**config.mk**
```make
export PLATFORM = sky130hd
export DESIGN_NAME = instr_stream_encoder
export DESIGN_NICKNAME = d
export VERILOG_FILES = /design/src/rtl/legv8_isa_pkg.sv /design/src/rtl/instr_field_encoder.sv /design/src/rtl/instr_stream_encoder.sv
export SDC_FILE = /design/constraint.sdc
export NUM_CORES = 1
export LEC_CHECK = 0
export BUFFER_PORTS_ARGS = -buffer_cell sky130_fd_sc_hd__buf_4
export CAP_MARGIN = 20
export CORE_MARGIN = 5
export CORE_UTILIZATION = 59
export CTS_BUF_LIST = sky130_fd_sc_hd__clkbuf_8
export DETAILED_ROUTE_END_ITERATION = 16
export PLACE_DENSITY = 0.88
export SLEW_MARGIN = 20
export SYNTH_ARGS = -nofsm -noshare
export SYNTH_HDL_FRONTEND = slang
export SYNTH_HIERARCHICAL = 1
export SYNTH_SLANG_ARGS = --single-unit
```
**constraint.sdc**
```tcl
create_clock -name CLK -period 8.25 [get_ports CLK]
set_input_delay 2.0625 -clock CLK [delete_from_list [all_inputs] [get_ports CLK]]
set_output_delay 2.0625 -clock CLK [all_outputs]
set_load 0.01 [all_outputs]
```
**src/rtl/legv8_isa_pkg.sv**
```systemverilog
// LEGv8 ISA constants shared by the stream encoder and the control decoder.
// Opcode fields here are the single source for the decoder's casez patterns.
package legv8_isa_pkg;

  localparam int OP_W   = 4;
  localparam int REG_W  = 5;
  localparam int IMM_W  = 26;
  localparam int HW_W   = 2;
  localparam int WORD_W = 32;

  typedef enum logic [OP_W-1:0] {
    OP_ADD  = 4'd0,
    OP_SUB  = 4'd1,
    OP_AND  = 4'd2,
    OP_ORR  = 4'd3,
    OP_LDUR = 4'd4,
    OP_STUR = 4'd5,
    OP_CBZ  = 4'd6,
    OP_B    = 4'd7,
    OP_MOVZ = 4'd8
  } op_e;

  localparam logic [10:0] OPC_ADD  = 11'b10001011000;
  localparam logic [10:0] OPC_SUB  = 11'b11001011000;
  localparam logic [10:0] OPC_AND  = 11'b10001010000;
  localparam logic [10:0] OPC_ORR  = 11'b10101010000;
  localparam logic [10:0] OPC_LDUR = 11'b11111000010;
  localparam logic [10:0] OPC_STUR = 11'b11111000000;
  localparam logic [7:0]  OPC_CBZ  = 8'b10110100;
  localparam logic [5:0]  OPC_B    = 6'b000101;
  localparam logic [8:0]  OPC_MOVZ = 9'b110100101;

  // True when imm sign-extends from its low 'bits' bits.
  function automatic logic fits_signed(
    input logic [IMM_W-1:0] imm,
    input int               bits
  );
    logic ok;
    ok = 1'b1;
    for (int i = 0; i < IMM_W; i++) begin
      if (i >= bits && imm[i] != imm[bits-1]) ok = 1'b0;
    end
    return ok;
  endfunction

endpackage

```
**src/rtl/instr_field_encoder.sv**
```systemverilog
// Combinational LEGv8 field packer: op and fields in, 32-bit word out.
// legal drops for unknown ops or immediates that do not fit their field.
module instr_field_encoder
  import legv8_isa_pkg::*;
(
  input  logic [OP_W-1:0]   op,
  input  logic [REG_W-1:0]  rd,
  input  logic [REG_W-1:0]  rn,
  input  logic [REG_W-1:0]  rm,
  input  logic [IMM_W-1:0]  imm,
  input  logic [HW_W-1:0]   hw,
  output logic [WORD_W-1:0] word,
  output logic              legal
);

  logic d_ok;
  logic cb_ok;
  logic mv_ok;

  assign d_ok  = fits_signed(imm, 9);
  assign cb_ok = fits_signed(imm, 19);
  assign mv_ok = (imm[IMM_W-1:16] == '0);

  always_comb begin
    word  = '0;
    legal = 1'b0;
    unique case (1'b1)
      (op == OP_ADD): begin
        word  = {OPC_ADD, rm, 6'b0, rn, rd};
        legal = 1'b1;
      end
      (op == OP_SUB): begin
        word  = {OPC_SUB, rm, 6'b0, rn, rd};
        legal = 1'b1;
      end
      (op == OP_AND): begin
        word  = {OPC_AND, rm, 6'b0, rn, rd};
        legal = 1'b1;
      end
      (op == OP_ORR): begin
        word  = {OPC_ORR, rm, 6'b0, rn, rd};
        legal = 1'b1;
      end
      (op == OP_LDUR): begin
        word  = {OPC_LDUR, imm[8:0], 2'b00, rn, rd};
        legal = d_ok;
      end
      (op == OP_STUR): begin
        word  = {OPC_STUR, imm[8:0], 2'b00, rn, rd};
        legal = d_ok;
      end
      (op == OP_CBZ): begin
        word  = {OPC_CBZ, imm[18:0], rd};
        legal = cb_ok;
      end
      (op == OP_B): begin
        word  = {OPC_B, imm};
        legal = 1'b1;
      end
      (op == OP_MOVZ): begin
        word  = {OPC_MOVZ, hw, imm[15:0], rd};
        legal = mv_ok;
      end
      default: begin
        word  = '0;
        legal = 1'b0;
      end
    endcase
  end

endmodule

```
**src/rtl/instr_stream_encoder.sv**
```systemverilog
// Load-session FSM: encodes accepted beats and writes them to imem
// one word per cycle from base_addr upward, flagging bad beats in err.
module instr_stream_encoder
  import legv8_isa_pkg::*;
#(
  parameter int ADDR_W = 64,
  parameter int DEPTH  = 256,
  parameter int CNT_W  = 9
) (
  input  logic              CLK,
  input  logic              reset,
  input  logic              start,
  input  logic [ADDR_W-1:0] base_addr,
  input  logic              in_valid,
  output logic              in_ready,
  input  logic              in_last,
  input  logic [OP_W-1:0]   in_op,
  input  logic [REG_W-1:0]  in_rd,
  input  logic [REG_W-1:0]  in_rn,
  input  logic [REG_W-1:0]  in_rm,
  input  logic [IMM_W-1:0]  in_imm,
  input  logic [HW_W-1:0]   in_hw,
  output logic              imem_we,
  output logic [ADDR_W-1:0] imem_addr,
  output logic [WORD_W-1:0] imem_wdata,
  output logic              busy,
  output logic              done,
  output logic              err,
  output logic [CNT_W-1:0]  count
);

  typedef enum logic [1:0] {
    S_IDLE,
    S_ACCEPT,
    S_FINISH
  } state_e;

  state_e state;
  state_e state_nx;

  logic [ADDR_W-1:0] base_q;
  logic [WORD_W-1:0] word;
  logic              legal;
  logic              full;
  logic              fire;
  logic              ovf;
  logic              open;

  instr_field_encoder u_enc (
    .op    (in_op),
    .rd    (in_rd),
    .rn    (in_rn),
    .rm    (in_rm),
    .imm   (in_imm),
    .hw    (in_hw),
    .word  (word),
    .legal (legal)
  );

  assign full = (count == CNT_W'(DEPTH));
  assign fire = in_valid & in_ready;
  // A full session facing another beat ends rather than stalling forever.
  assign ovf  = (state == S_ACCEPT) & full & in_valid;
  assign open = (state == S_IDLE) & start;

  always_comb begin
    state_nx = state;
    in_ready = 1'b0;
    busy     = 1'b0;
    done     = 1'b0;
    unique case (state)
      S_IDLE: begin
        if (start) state_nx = S_ACCEPT;
      end
      S_ACCEPT: begin
        busy     = 1'b1;
        in_ready = ~full;
        if ((fire & in_last) | ovf) state_nx = S_FINISH;
      end
      S_FINISH: begin
        busy     = 1'b1;
        done     = 1'b1;
        state_nx = S_IDLE;
      end
      default: state_nx = S_IDLE;
    endcase
  end

  always_ff @(posedge CLK) begin
    if (reset) begin
      state      <= S_IDLE;
      base_q     <= '0;
      count      <= '0;
      err        <= 1'b0;
      imem_we    <= 1'b0;
      imem_addr  <= '0;
      imem_wdata <= '0;
    end else begin
      state   <= state_nx;
      imem_we <= 1'b0;
      if (open) begin
        base_q <= base_addr;
        count  <= '0;
        err    <= 1'b0;
      end
      if (fire) begin
        if (legal) begin
          imem_we    <= 1'b1;
          imem_addr  <= base_q + ADDR_W'({count, 2'b00});
          imem_wdata <= word;
          count      <= count + CNT_W'(1);
        end else begin
          err <= 1'b1;
        end
      end
      if (ovf) err <= 1'b1;
    end
  end

endmodule

```
**After elaboration in Yosys (flattened, before gate mapping)**

Index checks and enable logic that the tools add are counted.

- Add/subtract/negate cells: 2
- $mul: 0
- Div/mod/pow operators: 0
- Magnitude comparators: 0
- Equality and inequality tests: 37
- Shifts and indexed selects: 0
- Muxes and demuxes: 40
- Bitwise logic cells: 8
- Reduce and logical (&&, ||, !) cells: 9

Operator list:

| cell | number |
|---|---|
| 32-bit case mux with 9 select lines | 1 |
| 64-bit by 11-bit adder with 64-bit output | 1 |
| 1-bit two-way mux | 32 |
| 9-bit two-way mux | 3 |
| 1-bit inequality test | 24 |
| 4-bit by 3-bit == test with 1-bit output, second input constant | 4 |
| 10-bit logical NOT | 1 |
| 9-bit by 1-bit adder with 9-bit output, second input constant | 1 |
| 9-bit == test, second input constant | 1 |
| 4-bit by 2-bit == test with 1-bit output, second input constant | 2 |
| 2-bit OR reduction | 3 |
| 1-bit AND | 5 |
| 5-bit OR reduction | 1 |
| 4-bit by 1-bit == test with 1-bit output, second input constant | 1 |
| 4-bit == test, second input constant | 1 |
| 4-bit logical NOT | 1 |
| 2-bit two-way mux | 2 |
| 1-bit case mux with 4 select lines | 1 |
| 2-bit case mux with 2 select lines | 1 |
| 2-bit AND reduction | 2 |
| 2-bit by 1-bit == test with 1-bit output, second input constant | 1 |
| 2-bit == test, second input constant | 1 |
| 2-bit logical NOT | 1 |
| 2-bit by 1-bit inequality test with 1-bit output, second input constant | 1 |
| other kinds (3) | 4 |

- Register bits after elaboration: 173
- Bits in latches: 0
- Memory bits (writable): 0
- Memory bits (read-only): 0
- Input bits: 116
- Output and inout port bits: 110
- Word-level logic and storage cells: 103
- Memories: 0

**Depth between registers and ports, before layout**

- Word-level depth: 22
- Gate-level depth with buffers: 12

**Hierarchy**

Netlist, hierarchy kept.

Modules (own cells, without submodules):

| module | instances | cells each | area an instance (µm²) |
|---|---|---|---|
| instr_stream_encoder | 1 | 955 | 7723.7 |
| instr_field_encoder | 1 | 116 | 824.5 |

**Least setup slack after synthesis**

No wires, ideal clock.

- Kind: input to register
- Start point: input in_imm[21]
- End point: register imem_addr[14]
- Library setup time: 86 ps
- Arrival time: 4106 ps
- Required time: 8164 ps
- Slack: 4059 ps
- Cell stages on the path: 10
- Path buffers: 3
- Cells stage by stage: or4_4 nor3_2 a21oi_1 o211ai_1 and4_1 clkbuf_1 buf_2 clkbuf_1 nor2_1 a211oi_1

- Longest elaborated chain between the ends: 8
- Elaborated cells between the ends (all ways): 15
- Those cells by class: eq/ne: 2; mux: 11; reduce/logical: 2

Ends and longest elaborated chain:

| element | line | source |
|---|---|---|
| from (decl) | instr_stream_encoder.sv:21 | `input logic [IMM_W-1:0] in_imm,` |
| 1-bit inequality test | legv8_isa_pkg.sv:41 | `if (i >= bits && imm[i] != imm[bits-1]) ok = 1'b0;` |
| 1-bit two-way mux (5 in series) | legv8_isa_pkg.sv:41 |  |
| 1-bit case mux with 4 select lines (*) | instr_field_encoder.sv:27 | `unique case (1'b1)` |
| named net legal | instr_stream_encoder.sv:43 | `logic legal;` |
| 2-bit AND reduction (no source line) (*) | n/a |  |
| to (signal assigned) | instr_stream_encoder.sv:109 | `imem_addr <= base_q + ADDR_W'({count, 2'b00});` |
| to (decl) | instr_stream_encoder.sv:24 | `output logic [ADDR_W-1:0] imem_addr,` |

Mark *: on every way through the listed nets, which the timed path passes. The rest lies on a longest branch.
A chain may end at the register's enable or synchronous reset.

**Worst setup path in the final report**

- Start point: input in_imm[21]
- End point: register count[8]

- Longest elaborated chain between the ends: 9
- Elaborated cells between the ends (all ways): 16
- Those cells by class: eq/ne: 2; mux: 13; reduce/logical: 1

Ends and longest elaborated chain:

| element | line | source |
|---|---|---|
| 1-bit inequality test | legv8_isa_pkg.sv:41 |  |
| 1-bit two-way mux (5 in series) | legv8_isa_pkg.sv:41 |  |
| 1-bit case mux with 4 select lines (*) | instr_field_encoder.sv:27 |  |
| named net legal | instr_stream_encoder.sv:43 |  |
| 9-bit two-way mux (*) | instr_stream_encoder.sv:107 | `if (legal) begin` |
| 9-bit two-way mux (*) | instr_stream_encoder.sv:106 | `if (fire) begin` |
| to (signal assigned) | instr_stream_encoder.sv:111 | `count <= count + CNT_W'(1);` |
| to (decl) | instr_stream_encoder.sv:29 | `output logic [CNT_W-1:0] count` |

Marked as above.

==> impl_metrics.yaml <==
run_status:
  result_of_the_run: "completed"
worst_setup_path:
  crit-reg2reg-capture: "count[8]$_SDFF_PP0_"
  critical_path_buf_inv_count: 2
  end_kind: "register"
  cpPeakStageDelay_ns: 0.92
  startpoint_type: "input port"
  crit_path_max_fanout: 87
  r2r_start: "count[1]$_SDFF_PP0_"
  setup.worst_path.end: "count[8]$_SDFF_PP0_"
  startpoint: "in_imm[21]"
  rrSetupSlack_ns: 5.11
  critical_path_class: "in2reg"
  critical_path_cell_count: 9
  worst_r2r_path_depth: 8
  critical_path.slowest_cell: "sky130_fd_sc_hd__and4_4"
  worstPathArrival_ns: 5.34
  worstPathCellList: "buf_4 -> or4_4 -> nor3_2 -> a21oi_1 -> o211ai_1 -> and4_4 -> buf_4 -> a21oi_1 -> a211oi_1"
  worst_ep_required_time_ns: 8.62
  timing.critical_path.max_delay_family: "simple AND/OR/NAND/NOR gates"
timing:
  finalHoldViolCount: 0
  finalMaxSlewViolations: 0
  grt_setup_unrepaired: "false"
  totalNegativeSetupSlack_ns: 0
  maxSlewHeadroom_pct: 29.8
  worstMarginPinSlew_ns: 1.05
  timing.fmax_ghz: 0.201
  final.min_clock_period_ns: 4.97
  fin_crit_sh_pct: 60.2
  clock_skew_ns: 0.0101
  setup_violations: 0
detailed_routing:
  detail_route.drc_violations: 0
  antenna_violating_nets_post_route: 0
  drt-wirelength-per-cell_um: 16.4
  viasPerCell: 5.78
  finalWirelength_um: 23700
  routed-via-count: 8351
  drt_iter0_drc: 656
  dr.pass1.iters: 6
min_path:
  worstHoldPathCells: 2
  hold_path_startpoint: "imem_wdata[27]$_SDFFE_PP0P_"
  worst_hold_path_type: "reg2reg"
synth:
  synth_seq_cells: 173
  netlist_top_cells_area: "sky130_fd_sc_hd__dfxtp_1 41%, sky130_fd_sc_hd__nand2_1 11%, sky130_fd_sc_hd__a21oi_1 7.6%"
  syn-cell-area_um2: 8550
  post-synth-top-area-cell: "sky130_fd_sc_hd__dfxtp_1"
  leading_register_cell_type_out_of_synthesis: "sky130_fd_sc_hd__dfxtp_1"
  syn-mean-instance-area_um2: 7.98
  synthMostInstantiatedCell: "sky130_fd_sc_hd__nand2_1"
  post_synthesis_sequential_area_ratio_pct: 40.5
  yosys-top-cells-count: "242 x sky130_fd_sc_hd__nand2_1, 173 x sky130_fd_sc_hd__dfxtp_1, 130 x sky130_fd_sc_hd__a21oi_1, 87 x sky130_fd_sc_hd__nor2_1, 49 x sky130_fd_sc_hd__clkbuf_1"
  yosysWarnings: 6
  async_set_or_reset_flop_fraction_in_the_synthesized_netlist_pct: 0
  yosysUniqueCellTypes: 68
  synthDominantCellAreaShare_pct: 40.5
  syn_nets: 1205
  synth_enable_flop_cells: 0
  synth_instances: 1071
floorplan:
  initial_utilization_pct: 59.5
  core_um2: 14400
  design.die.area_um2: 17000
  core.rowCount: 44
  dieHeight_um: 130
  num_io_pins: 226
  die_w_um: 130
global_route:
  number_of_antenna_violations_at_the_first_check_in_global_routing: 0
  wire_length_of_the_first_global_routing_pass_um: 36600
  globalRoute.totalOverflow: 0
  global_route.usage.total_pct: 26.7
  first_global_vias: 7378
  grt_start_max_net_pins: 101
clocking:
  clock_tree.htree_level_count: 4
  cts-root-buf: "sky130_fd_sc_hd__clkbuf_8"
  postCtsHoldBufs: 0
  ctsResizeCount: 0
  post_cts_buffers: 0
  clock_slew_at_reported_path_ffs_ns: 0.09
  clkLatencyLatePin_ns: 0.46
  cts-root-to-sink-buffers: 2
  cts.sink_count: 173
  tritoncts.num_buffers: 17
  tritoncts: "done"
final_layout:
  fillCellCount: 1136
  fraction_of_final_layout_cells_with_drive_strength_greater_than_1_pct: 23.1
  diodes_inserted: 0
  seq_area_um2: 3460
  final_net_count: 1384
  area_of_the_multi_input_gates_um2: 4720
  flow.area_growth_from_synthesis_pct: 24.6
placed_design:
  gp_congestion: 0.916
  hpwl_um: 16900
  port_buffer_count: 225
pwr:
  worst_ir_drop_vdd_mv: 0.119
  p_total_mw: 2.13
  p_per_area_nw_per_um2: 200
  p_leak_nw: 4.35
flow_run:
  drv.max_cap_violation_count: 0
## logic make-up (layout without fill, tap and decap cells)
| family | count (synthesis) | after routing | share of synthesized area (%) |
|---|---|---|---|
| fa+ha+maj | 18 | 18 | 2.72 |
| simple gates | 455 | 455 | 25.2 |
| mux | 6 | 6 | 0.703 |
| flops | 173 | 173 | 40.5 |
| buf+inv | 87 | 278 | 4.41 |
| xor+xnor | 50 | 50 | 5.12 |
| compound gates | 282 | 282 | 21.4 |
## worst min-delay path by stage
| stage | endpoint | slack [ns] |
|---|---|---|
| global placement | imem_addr[1]$_SDFFE_PP0P_ | 0.44 |
| global route | imem_wdata[19]$_SDFFE_PP0P_ | 0.49 |
| finish | imem_wdata[27]$_SDFFE_PP0P_ | 0.46 |
| detailed placement | imem_wdata[11]$_SDFFE_PP0P_ | 0.45 |
| CTS | imem_wdata[11]$_SDFFE_PP0P_ | 0.46 |
| floorplan | imem_addr[0]$_SDFFE_PP0P_ | 0.43 |
## metrics by stage
step	setup slack, ns	instances	utilization (%)	hold slack [ns]	cell area (um2)
6_report	3.28	1446	74.1	0.459	10600
3_5_place_dp	2.88	1415	71.1	0.448	10200
2_1_floorplan	4.06	1071	-	0.432	8550
4_1_cts	3.37	1446	74.1	0.460	10600
5_1_grt	3.14	1446	74.1	0.485	10600
3_3_place_gp	3.02	1415	71.1	0.440	10200
## registers in the layout, summed over array words and instances (netlist names)
signal / cells
count: 9
base_q: 64
err: 1
imem_addr: 64
imem_wdata: 32
imem_we: 1
state: 2
## placed cells by master, fill, tap and decap left out, types with 5 or more instances in the layout
cell / instances
sky130_fd_sc_hd__a211oi_1: 44
sky130_fd_sc_hd__a21o_1: 14
sky130_fd_sc_hd__a21oi_1: 129
sky130_fd_sc_hd__a221o_1: 6
sky130_fd_sc_hd__a22o_1: 15
sky130_fd_sc_hd__a311oi_1: 8
sky130_fd_sc_hd__and3_1: 13
sky130_fd_sc_hd__and4_1: 9
sky130_fd_sc_hd__buf_4: 232
sky130_fd_sc_hd__bufinv_16: 5
sky130_fd_sc_hd__clkbuf_8: 17
sky130_fd_sc_hd__clkinv_2: 5
sky130_fd_sc_hd__dfxtp_1: 173
sky130_fd_sc_hd__ha_1: 17
sky130_fd_sc_hd__inv_1: 16
sky130_fd_sc_hd__mux2i_1: 6
sky130_fd_sc_hd__nand2_1: 241
sky130_fd_sc_hd__nand3_1: 18
sky130_fd_sc_hd__nand3b_1: 11
sky130_fd_sc_hd__nand4_1: 12
sky130_fd_sc_hd__nor2_1: 87
sky130_fd_sc_hd__nor2b_1: 6
sky130_fd_sc_hd__nor3_1: 9
sky130_fd_sc_hd__nor4_1: 8
sky130_fd_sc_hd__o2111ai_1: 11
sky130_fd_sc_hd__o211ai_1: 6
sky130_fd_sc_hd__o21ai_0: 22
sky130_fd_sc_hd__or3_1: 10
sky130_fd_sc_hd__xnor2_1: 20
sky130_fd_sc_hd__xor2_1: 30
## metal layers
metal	GRT usage (%)	vias to the layer above	share of wire, %	wire, um
li1	-	4115	-	-
met1	34.9	3864	42	10000
met2	44.1	323	48	11400
met3	5.61	49	7.1	1690
met4	9.26	0	2.6	616
met5	0	-	0	0
## worst reg2reg max path: stages, from the launching register on
cell,delay [ns]
sky130_fd_sc_hd__dfxtp_1,0.46
sky130_fd_sc_hd__inv_1,0.13
sky130_fd_sc_hd__ha_1,0.19
sky130_fd_sc_hd__nor4b_2,0.18
sky130_fd_sc_hd__nand2_1,0.13
sky130_fd_sc_hd__and4_4,0.84
sky130_fd_sc_hd__buf_4,0.71
sky130_fd_sc_hd__a21oi_1,0.16
sky130_fd_sc_hd__a211oi_1,0.26
## power breakdown
part / switching [mW] / total, mW / internal, mW
registers: 0.0808 / 0.998 / 0.917
clock network: 0.305 / 0.660 / 0.355
logic: 0.275 / 0.474 / 0.199
## layout make-up
type | count | share of cell area (%)
tap | 184 | 2.16
inverter | 15 | 0.529
clock inverter | 14 | 1.88
clock buffer | 17 | 2.20
multi-input combinational | 811 | 44.3
timing repair buffer | 232 | 16.4
sequential | 173 | 32.5
Power figures use the tool's default switching activity.
